===== config.mk =====
export PLATFORM = sky130hd
export DESIGN_NAME = if_fetch
export DESIGN_NICKNAME = d
export VERILOG_FILES = /design/src/rtl/if_fetch.sv
export SDC_FILE = /design/constraint.sdc
export NUM_CORES = 1
export LEC_CHECK = 0
export CELL_PAD_IN_SITES_DETAIL_PLACEMENT = 0
export CELL_PAD_IN_SITES_GLOBAL_PLACEMENT = 1
export CORE_MARGIN = 10
export CORE_UTILIZATION = 31
export DETAILED_ROUTE_END_ITERATION = 10
export PLACE_DENSITY_LB_ADDON = 0.08
export SYNTH_ARGS = -nofsm -noshare
export SYNTH_HDL_FRONTEND = slang
export SYNTH_SLANG_ARGS = --single-unit

===== constraint.sdc =====
create_clock -name clk -period 2.4 [get_ports clk]
set_input_delay 0.48 -clock clk [delete_from_list [all_inputs] [get_ports clk]]
set_output_delay 0.48 -clock clk [all_outputs]
set_load 0.01 [all_outputs]

===== src/rtl/if_fetch.sv =====
`default_nettype none
// if_fetch: instruction fetch with I-cache lookup and a byte-serial refill on a miss.
// Build macro IF_ICACHE_EN enables cache hits and refill writes; undefined, every fetch goes to memory.
module if_fetch #(
  parameter logic [31:0] RESET_PC = 32'h0000_0000
) (
  input  logic        clk,
  input  logic        rst,
  input  logic        rdy,
  input  logic        stall_i,
  input  logic        jump_i,
  input  logic [31:0] jump_pc_i,
  output logic        mem_req_o,
  output logic [31:0] mem_addr_o,
  input  logic        mem_ack_i,
  input  logic [7:0]  mem_data_i,
  output logic [31:0] ic_rpc_o,
  input  logic        ic_hit_i,
  input  logic [31:0] ic_inst_i,
  output logic        ic_we_o,
  output logic [31:0] ic_wpc_o,
  output logic [31:0] ic_winst_o,
  output logic        if_valid_o,
  output logic [31:0] if_pc_o,
  output logic [31:0] if_inst_o
);

  typedef enum logic [1:0] {
    LOOKUP = 2'd0,
    FETCH  = 2'd1,
    WRITE  = 2'd2
  } state_t;

  state_t      state;
  logic [31:0] pc;
  logic [31:0] pc_next;
  logic [1:0]  cnt;
  logic [31:0] buffer;
  logic        cache_hit;
  logic        cache_we_en;

`ifdef IF_ICACHE_EN
  assign cache_hit   = ic_hit_i;
  assign cache_we_en = 1'b1;
`else
  logic unused_hit;
  assign unused_hit  = ic_hit_i;
  assign cache_hit   = 1'b0;
  assign cache_we_en = 1'b0;
`endif

  assign pc_next    = pc + 32'd4;
  assign ic_rpc_o   = pc;
  assign mem_req_o  = (state == FETCH);
  assign mem_addr_o = pc + {30'd0, cnt};
  assign ic_wpc_o   = pc;
  assign ic_winst_o = buffer;
  // The write is qualified by rdy so a frozen WRITE cycle still produces a single pulse.
  assign ic_we_o    = cache_we_en && (state == WRITE) && rdy && !jump_i;

  always_ff @(posedge clk or negedge rst) begin
    if (!rst) begin
      state      <= LOOKUP;
      pc         <= RESET_PC;
      cnt        <= 2'd0;
      buffer     <= 32'd0;
      if_valid_o <= 1'b0;
      if_pc_o    <= 32'd0;
      if_inst_o  <= 32'd0;
    end else if (rdy) begin
      if (jump_i) begin
        pc         <= jump_pc_i;
        if_valid_o <= 1'b0;
        cnt        <= 2'd0;
        state      <= LOOKUP;
      end else begin
        case (state)
          LOOKUP: begin
            if (!stall_i) begin
              if (cache_hit) begin
                if_valid_o <= 1'b1;
                if_pc_o    <= pc;
                if_inst_o  <= ic_inst_i;
                pc         <= pc_next;
              end else begin
                if_valid_o <= 1'b0;
                cnt        <= 2'd0;
                state      <= FETCH;
              end
            end
          end
          FETCH: begin
            if (mem_ack_i) begin
              buffer[{cnt, 3'b000} +: 8] <= mem_data_i;
              cnt                        <= cnt + 2'd1;
              if (cnt == 2'd3) begin
                state <= WRITE;
              end
            end
          end
          WRITE: begin
            // A stalled WRITE still fills the cache; the retry from LOOKUP then hits.
            if (!stall_i) begin
              if_valid_o <= 1'b1;
              if_pc_o    <= pc;
              if_inst_o  <= buffer;
              pc         <= pc_next;
            end
            state <= LOOKUP;
          end
          default: state <= LOOKUP;
        endcase
      end
    end
  end

endmodule
`default_nettype wire

==> impl_metrics.env, run 1 <==
export IMPL_cp_slowest_cell="or4_4"
export IMPL_ys_warn_count=0
export IMPL_cts_tree="yes"
export IMPL_dieHeight_um=167.4
export IMPL_final_cell_mix="nand2_1 (278), clkdlybuf4s50_1 (206), dfrtp_1 (132)"
export IMPL_grt_use_total_pct=17.93
export IMPL_vdd_drop_max_uv=489.6
export IMPL_final_antenna_net_count=0
export IMPL_antennaDiodeCount=0
export IMPL_fin_nets=1201
export IMPL_fin_crit_sh_pct=114.6
export IMPL_hold_buffers=0
export IMPL_portBuffers=239
export IMPL_cap_viol_max_count=0
export IMPL_crit_fanout=5
export IMPL_multiInputGateArea_mm2=0.003337
export IMPL_antenna_found_initial=0
export IMPL_synthToLayoutAreaGrowth_pct=63.50
export IMPL_initial_core_util_pct=31.75
export IMPL_pwr_density_cell_mw_per_mm2=627.6
export IMPL_die_x_um=167.4
export IMPL_fmax_mhz=363.6
export IMPL_synth_cell_area_mm2=0.006736
export IMPL_core_area_mm2=0.02122
export IMPL_synth_edf_count=0
export IMPL_r2r_slack_ps=100
export IMPL_drt_wirelength_per_cell_um=18.45
export IMPL_synth_flop_cell="dfrtp_1"
export IMPL_period_minus_slack_ps=2751
export IMPL_path_clk_slew_ps=60
export IMPL_rr_startpoint="ic_rpc_o[3]"
export IMPL_status="finished, violations left"
export IMPL_required_ps=1920
export IMPL_slew_headroom_pct=61.59
export IMPL_dpl_hpwl_mm=18.78
export IMPL_seq_area_mm2=0.003329
export IMPL_via_per_inst=4.709
export IMPL_fp_row_count=53
export IMPL_end_kind="output port"
export IMPL_ys_ff_latch=133
export IMPL_rsz0062_at_grt="yes"
export IMPL_worstSkewPairLatency_ps=430
export IMPL_max_stage_delay_ps=590
export IMPL_hold_path_class="in2async"
export IMPL_grt_max_degree=55
export IMPL_drc_errors=0
export IMPL_die_area_mm2=0.02803
export IMPL_layout_setup_ws_ps=-350.5
export IMPL_gp_congestion=0.8121
export IMPL_drt_initial_drc_count=314
export IMPL_setup_viol=24
export IMPL_ff2ff_path_depth=12
export IMPL_violations="negative setup slack"
export IMPL_finalHoldViolCount=0
export IMPL_grt_ovfl_total=0
export IMPL_slew_violations=0
export IMPL_cts_sinks=133
export IMPL_crit_path_start_kind="flop"
export IMPL_avgSynthCellArea_um2=8.410
export IMPL_worstPathArrival_ps=2270
export IMPL_crit_chain="ha_4 > buf_6 > nand3_4 > or4_4 > nor3_4 > xor2_1 > buf_2"
export IMPL_pin_count=274
export IMPL_syn_nets=890
export IMPL_synthArstFlopShare_pct=100.0
export IMPL_dp_slack_ps=-379.5
export IMPL_vias=6593
export IMPL_synth_cells=801
export IMPL_cts_root_buf="clkbuf_16"
export IMPL_synth_seq_area_share_pct=49.41
export IMPL_clock_skew_ps=13.42
export IMPL_layout_commonest_cell="nand2_1"
export IMPL_grt_pass1_vias=6763
export IMPL_layout_drive_gt1_share_pct=23.11
export IMPL_cts_max_level=4
export IMPL_firstDrtPassIters=4
export IMPL_drt_wl_total_mm=25.82
export IMPL_final_util_pct=51.90
export IMPL_crit_type="reg2out"
export IMPL_cts_buffers=17
export IMPL_r2r_end="ic_rpc_o[22]"
export IMPL_tightest_slew_ps=576.2
export IMPL_leakagePower_nw=5.144
export IMPL_fill_cells=2068
export IMPL_grt_first_pass_wirelength_mm=40.02
export IMPL_synth_cell_types=53
export IMPL_clk_path_buf_depth=2
[synthesized netlist by cell type (5+ instances only)]
cell type | count | area [um^2]
a22oi_1 | 9 | 67.56
buf_1 | 5 | 18.77
nor2_1 | 42 | 157.7
o21ai_0 | 57 | 285.3
mux2i_1 | 8 | 80.08
buf_2 | 10 | 50.05
a21oi_1 | 20 | 100.1
xor2_1 | 16 | 140.1
clkbuf_1 | 32 | 120.1
nand2b_1 | 5 | 31.28
xnor2_1 | 14 | 122.6
nand2_1 | 284 | 1066
nand4_1 | 12 | 75.07
buf_4 | 33 | 247.7
nor3_1 | 18 | 90.09
inv_1 | 12 | 45.04
ha_1 | 9 | 112.6
nand3_1 | 18 | 90.09
o22ai_1 | 12 | 75.07
dfrtp_1 | 133 | 3328
and3_1 | 5 | 31.28
[cells by family (layout without fill, tap and decap cells)]
group | count (synthesis) | count (layout) | synth area share [%]
other cells | 1 | 1 | 0.05567
buf+inv | 93 | 417 | 7.225
simple gates | 407 | 407 | 25.67
flops | 133 | 133 | 49.41
xor+xnor | 30 | 30 | 3.900
mux | 9 | 9 | 1.356
compound gates | 118 | 118 | 10.42
fa+ha+maj | 10 | 10 | 1.969
[critical path, delay by kind of cell (launching register included)]
kind	cells	cell delay [ps]
and+or+nand+nor	3	820
DFF	1	440
buffers and inverters	2	250
adders and majority gates	1	180
xor gates and xnor gates	1	160
[worst max path at each step]
| stage | slack, ps | to | from | cells past startpoint |
|---|---|---|---|---|
| 4_1_cts | -260 | mem_addr_o[28] | ic_rpc_o[0] | 8 |
| 2_1_floorplan | 20 | mem_addr_o[18] | ic_rpc_o[2] | 6 |
| 5_1_grt | -410 | mem_addr_o[28] | ic_rpc_o[3] | 7 |
| 3_5_place_dp | -380 | mem_addr_o[12] | ic_rpc_o[0] | 7 |
| 3_3_place_gp | -330 | mem_addr_o[28] | ic_rpc_o[0] | 7 |
| 6_report | -350 | mem_addr_o[28] | ic_rpc_o[3] | 7 |
[per-stage QoR]
step / cell area, um^2 / instances / setup TNS [ps] / hold slack, ps / total power [mW]
6_report: 11010 / 1400 / -4095 / 22.87 / 6.913
5_1_grt: 11010 / 1400 / -7088 / 49.21 / 7.251
4_1_cts: 10670 / 1384 / -3387 / 34.90 / 6.919
3_5_place_dp: 9896 / 1341 / -5521 / 460.7 / 4.332
3_3_place_gp: 9896 / 1341 / -5206 / 458.3 / 4.324
2_1_floorplan: 6736 / 801 / 0 / 184.4 / 3.290
[layout make-up]
type | count | share of cell area (%)
multi-input cells | 575 | 30.30
repair buffers | 373 | 30.80
well taps | 275 | 3.124
clock buffers | 18 | 3.896
inverters | 12 | 0.4090
clock inverters | 14 | 1.250
flip-flops and latches | 133 | 30.23
[registers in the layout, summed over array words and instances, names as in the netlist]
register and flops:
ic_winst_o 32, cnt 2, if_inst_o 32, state 2
if_pc_o 32, ic_rpc_o 32, if_valid_o 1
[power by group]
group          total (mW)  switching (mW)  internal (mW)
clock network        2.56            1.18           1.37
registers            2.53           0.133           2.39
logic                1.83           0.901          0.929
[metal layers]
layer	share of wire (%)	vias up	track usage, %
li1	-	3240	-
met1	42	3157	20.99
met2	50	179	30.50
met3	6.9	17	6.414
met4	1.3	0	4.580
met5	0	-	0
[repair_timing]
action                                  in CTS  in global routing
cloned                                       1                  0
endpoints found under the setup margin      31                 31
gates resized for setup                    185                 51
pin swaps                                   23                 35
buffers inserted                            11                 16
(Power assumes the default switching activity.)
==> inputs of run 2 (changes only) <==
ABC_AREA = 1   (was unset)
CORE_UTILIZATION = 32   (was 31)
==> impl_metrics.env, run 2 <==
export IMPL_synth_cell_area_mm2=0.007259
export IMPL_cap_viol_max_count=0
export IMPL_required_ps=1920
export IMPL_synth_edf_count=0
export IMPL_die_x_um=170.6
export IMPL_slew_violations=0
export IMPL_leakagePower_nw=5.553
export IMPL_grt_pass1_vias=7346
export IMPL_synth_top_cell_by_area="dfrtp_1"
export IMPL_crit_fanout=3
export IMPL_fin_nets=1324
export IMPL_ys_top_cells_by_area="dfrtp_1 (46%), nand2_1 (11%), nor2_1 (6.8%), mux2_2 (5.7%), buf_4 (4.3%)"
export IMPL_setup_viol=26
export IMPL_cts_sinks=133
export IMPL_fp_row_count=55
export IMPL_dpl_hpwl_mm=20.53
export IMPL_firstDrtPassIters=5
export IMPL_synthArstFlopShare_pct=100.0
export IMPL_ys_ff_latch=133
export IMPL_initial_core_util_pct=32.26
export IMPL_synthToLayoutAreaGrowth_pct=61.72
export IMPL_gp_congestion=0.8585
export IMPL_via_per_inst=4.695
export IMPL_fin_crit_sh_pct=107.9
export IMPL_met2_length_mm=13.98
export IMPL_cts_buffers=17
export IMPL_yosys_area_top_type_share_pct=45.85
export IMPL_pin_count=274
export IMPL_crit_chain="ha_2 > inv_2 > fa_2 > inv_2 > buf_6 > nand2_2 > nor2_4 > xor2_1 > buf_2"
export IMPL_max_stage_delay_ps=380
export IMPL_clk_path_buf_depth=2
export IMPL_ys_warn_count=0
export IMPL_portBuffers=239
export IMPL_end_kind="output port"
export IMPL_cts_tree="yes"
export IMPL_synth_most_common_cell="nand2_1"
export IMPL_core_area_mm2=0.02250
export IMPL_m1WireLength_mm=10.64
export IMPL_grt_ovfl_total=0
export IMPL_drt_initial_drc_count=351
export IMPL_syn_nets=986
export IMPL_period_minus_slack_ps=2590
export IMPL_hold_path_class="reg2reg"
export IMPL_clock_skew_ps=11.26
export IMPL_cp_slowest_cell="fa_2"
export IMPL_yosys_top_cells_count="nand2_1 (211), dfrtp_1 (133), nor2_1 (132)"
export IMPL_antenna_found_initial=1
export IMPL_final_cell_mix="clkdlybuf4s50_1 (207), nand2_1 (190), dfrtp_1 (129)"
export IMPL_worstPathArrival_ps=2110
export IMPL_cts_root_buf="clkbuf_16"
export IMPL_finalHoldViolCount=0
export IMPL_drt_wirelength_per_cell_um=17.71
export IMPL_die_area_mm2=0.02911
export IMPL_wl_met3_mm=2.118
export IMPL_ff2ff_path_depth=9
export IMPL_top_layer="met4"
export IMPL_final_area_mm2=0.01174
export IMPL_violations="negative setup slack"
export IMPL_synth_cells=897
export IMPL_placed_cell_area_mm2=0.01053
export IMPL_synth_seq_area_share_pct=45.85
export IMPL_worstSkewPairLatency_ps=430
export IMPL_synth_flop_cell="dfrtp_1"
export IMPL_status="finished, violations left"
export IMPL_layout_drive_gt1_share_pct=28.13
export IMPL_final_antenna_net_count=0
export IMPL_drt_wl_total_mm=27.16
export IMPL_vdd_drop_max_uv=466.6
export IMPL_rsz0062_at_grt="yes"
export IMPL_cts_max_level=4
export IMPL_path_clk_slew_ps=70
export IMPL_crit_top_cell="inv_2"
export IMPL_layout_setup_ws_ps=-190.0
export IMPL_dieHeight_um=170.6
export IMPL_layout_commonest_cell="clkdlybuf4s50_1"
export IMPL_fmax_mhz=386.1
export IMPL_crit_path_start_kind="flop"
export IMPL_final_util_pct=52.17
export IMPL_crit_type="reg2out"
export IMPL_grt_use_total_pct=18.50
export IMPL_synth_cell_types=31
export IMPL_avgSynthCellArea_um2=8.093
export IMPL_grt_max_degree=58
export IMPL_pwr_density_cell_mw_per_mm2=932.3
export IMPL_vias=7202
export IMPL_drc_errors=0
export IMPL_grt_first_pass_wirelength_mm=41.72
export IMPL_whs_path_depth=1
run 2: cell families after synthesis:
group                      count (synthesis)  synth area share, %
buffers and inverters                    145                9.910
xor gates and xnor gates                  31                3.740
DFF                                      133                45.85
and+or+nand+nor                          425                24.75
muxes                                     37                5.739
adders and majority gates                 10                1.827
AOI/OAI and AO/OA                        115                8.135
other                                      1              0.05166
run 2: repair_timing:
item | 4_1_cts | 5_1_grt
hold buffers | 1 | 0
buffers inserted | 23 | 10
endpoints found under the hold margin | 30 | 0
setup endpoints to repair | 31 | 30
cloned | 0 | 0
pin swaps | 28 | 18
gates resized for setup | 203 | 49
run 2: through the flow:
stage	setup slack [ps]	power, mW	hold slack, ps	setup TNS (ps)	cells
after floorplan	78.39	5.285	184.4	0	897
after global placement	-281.2	8.071	408.4	-5320	1467
after detailed placement	-301.9	8.097	406.3	-5735	1467
after CTS	-221.7	10.98	509.9	-2920	1523
after global routing	-295.0	11.62	517.9	-5011	1534
final	-190.0	10.95	507.3	-1982	1534
run 2: worst max-delay path, delay by kind of cell (launching register included):
kind	cells	cell delay [ps]
buf+inv	4	430
fa+ha+maj	2	570
simple gates	2	190
xor+xnor	1	140
flops	1	350
run 2: area by class of cell:
cell class	count	area [um^2]
clock buffer	17	425.4
fill	2198	10760
clock inverter	15	176.4
tap	285	356.6
timing repair buffer	388	3558
multi-input combinational	619	3590
sequential	133	3333
antenna	1	2.502
inverter	76	297.8
run 2: report_power, final:
part / leakage, nW / switching [mW] / total [mW] / internal [mW]
clock network: 0.293 / 1.21 / 2.70 / 1.49
registers: 1.70 / 0.404 / 3.22 / 2.82
logic: 3.56 / 2.46 / 5.02 / 2.56
total: 5.55 / 4.07 / 10.9 / 6.87
run 2: metal layers:
metal | GRT usage [%] | vias to the layer above
li1 | - | 3505
met1 | 20.39 | 3449
met2 | 33.37 | 223
met3 | 6.014 | 25
met4 | 4.882 | 0
met5 | 0 | -
run 2: final timing paths:
kind / from / end / slack, ps
setup / recovery: cnt[0] / mem_addr_o[16] / -190
setup reg to reg: cnt[0] / ic_winst_o[22] / 350
hold reg to reg: if_inst_o[3] / if_inst_o[3] / 510
max in group asynchronous: rst / ic_winst_o[30] / 1200
hold / removal: if_inst_o[3] / if_inst_o[3] / 510
min in group asynchronous: rst / if_pc_o[18] / 520
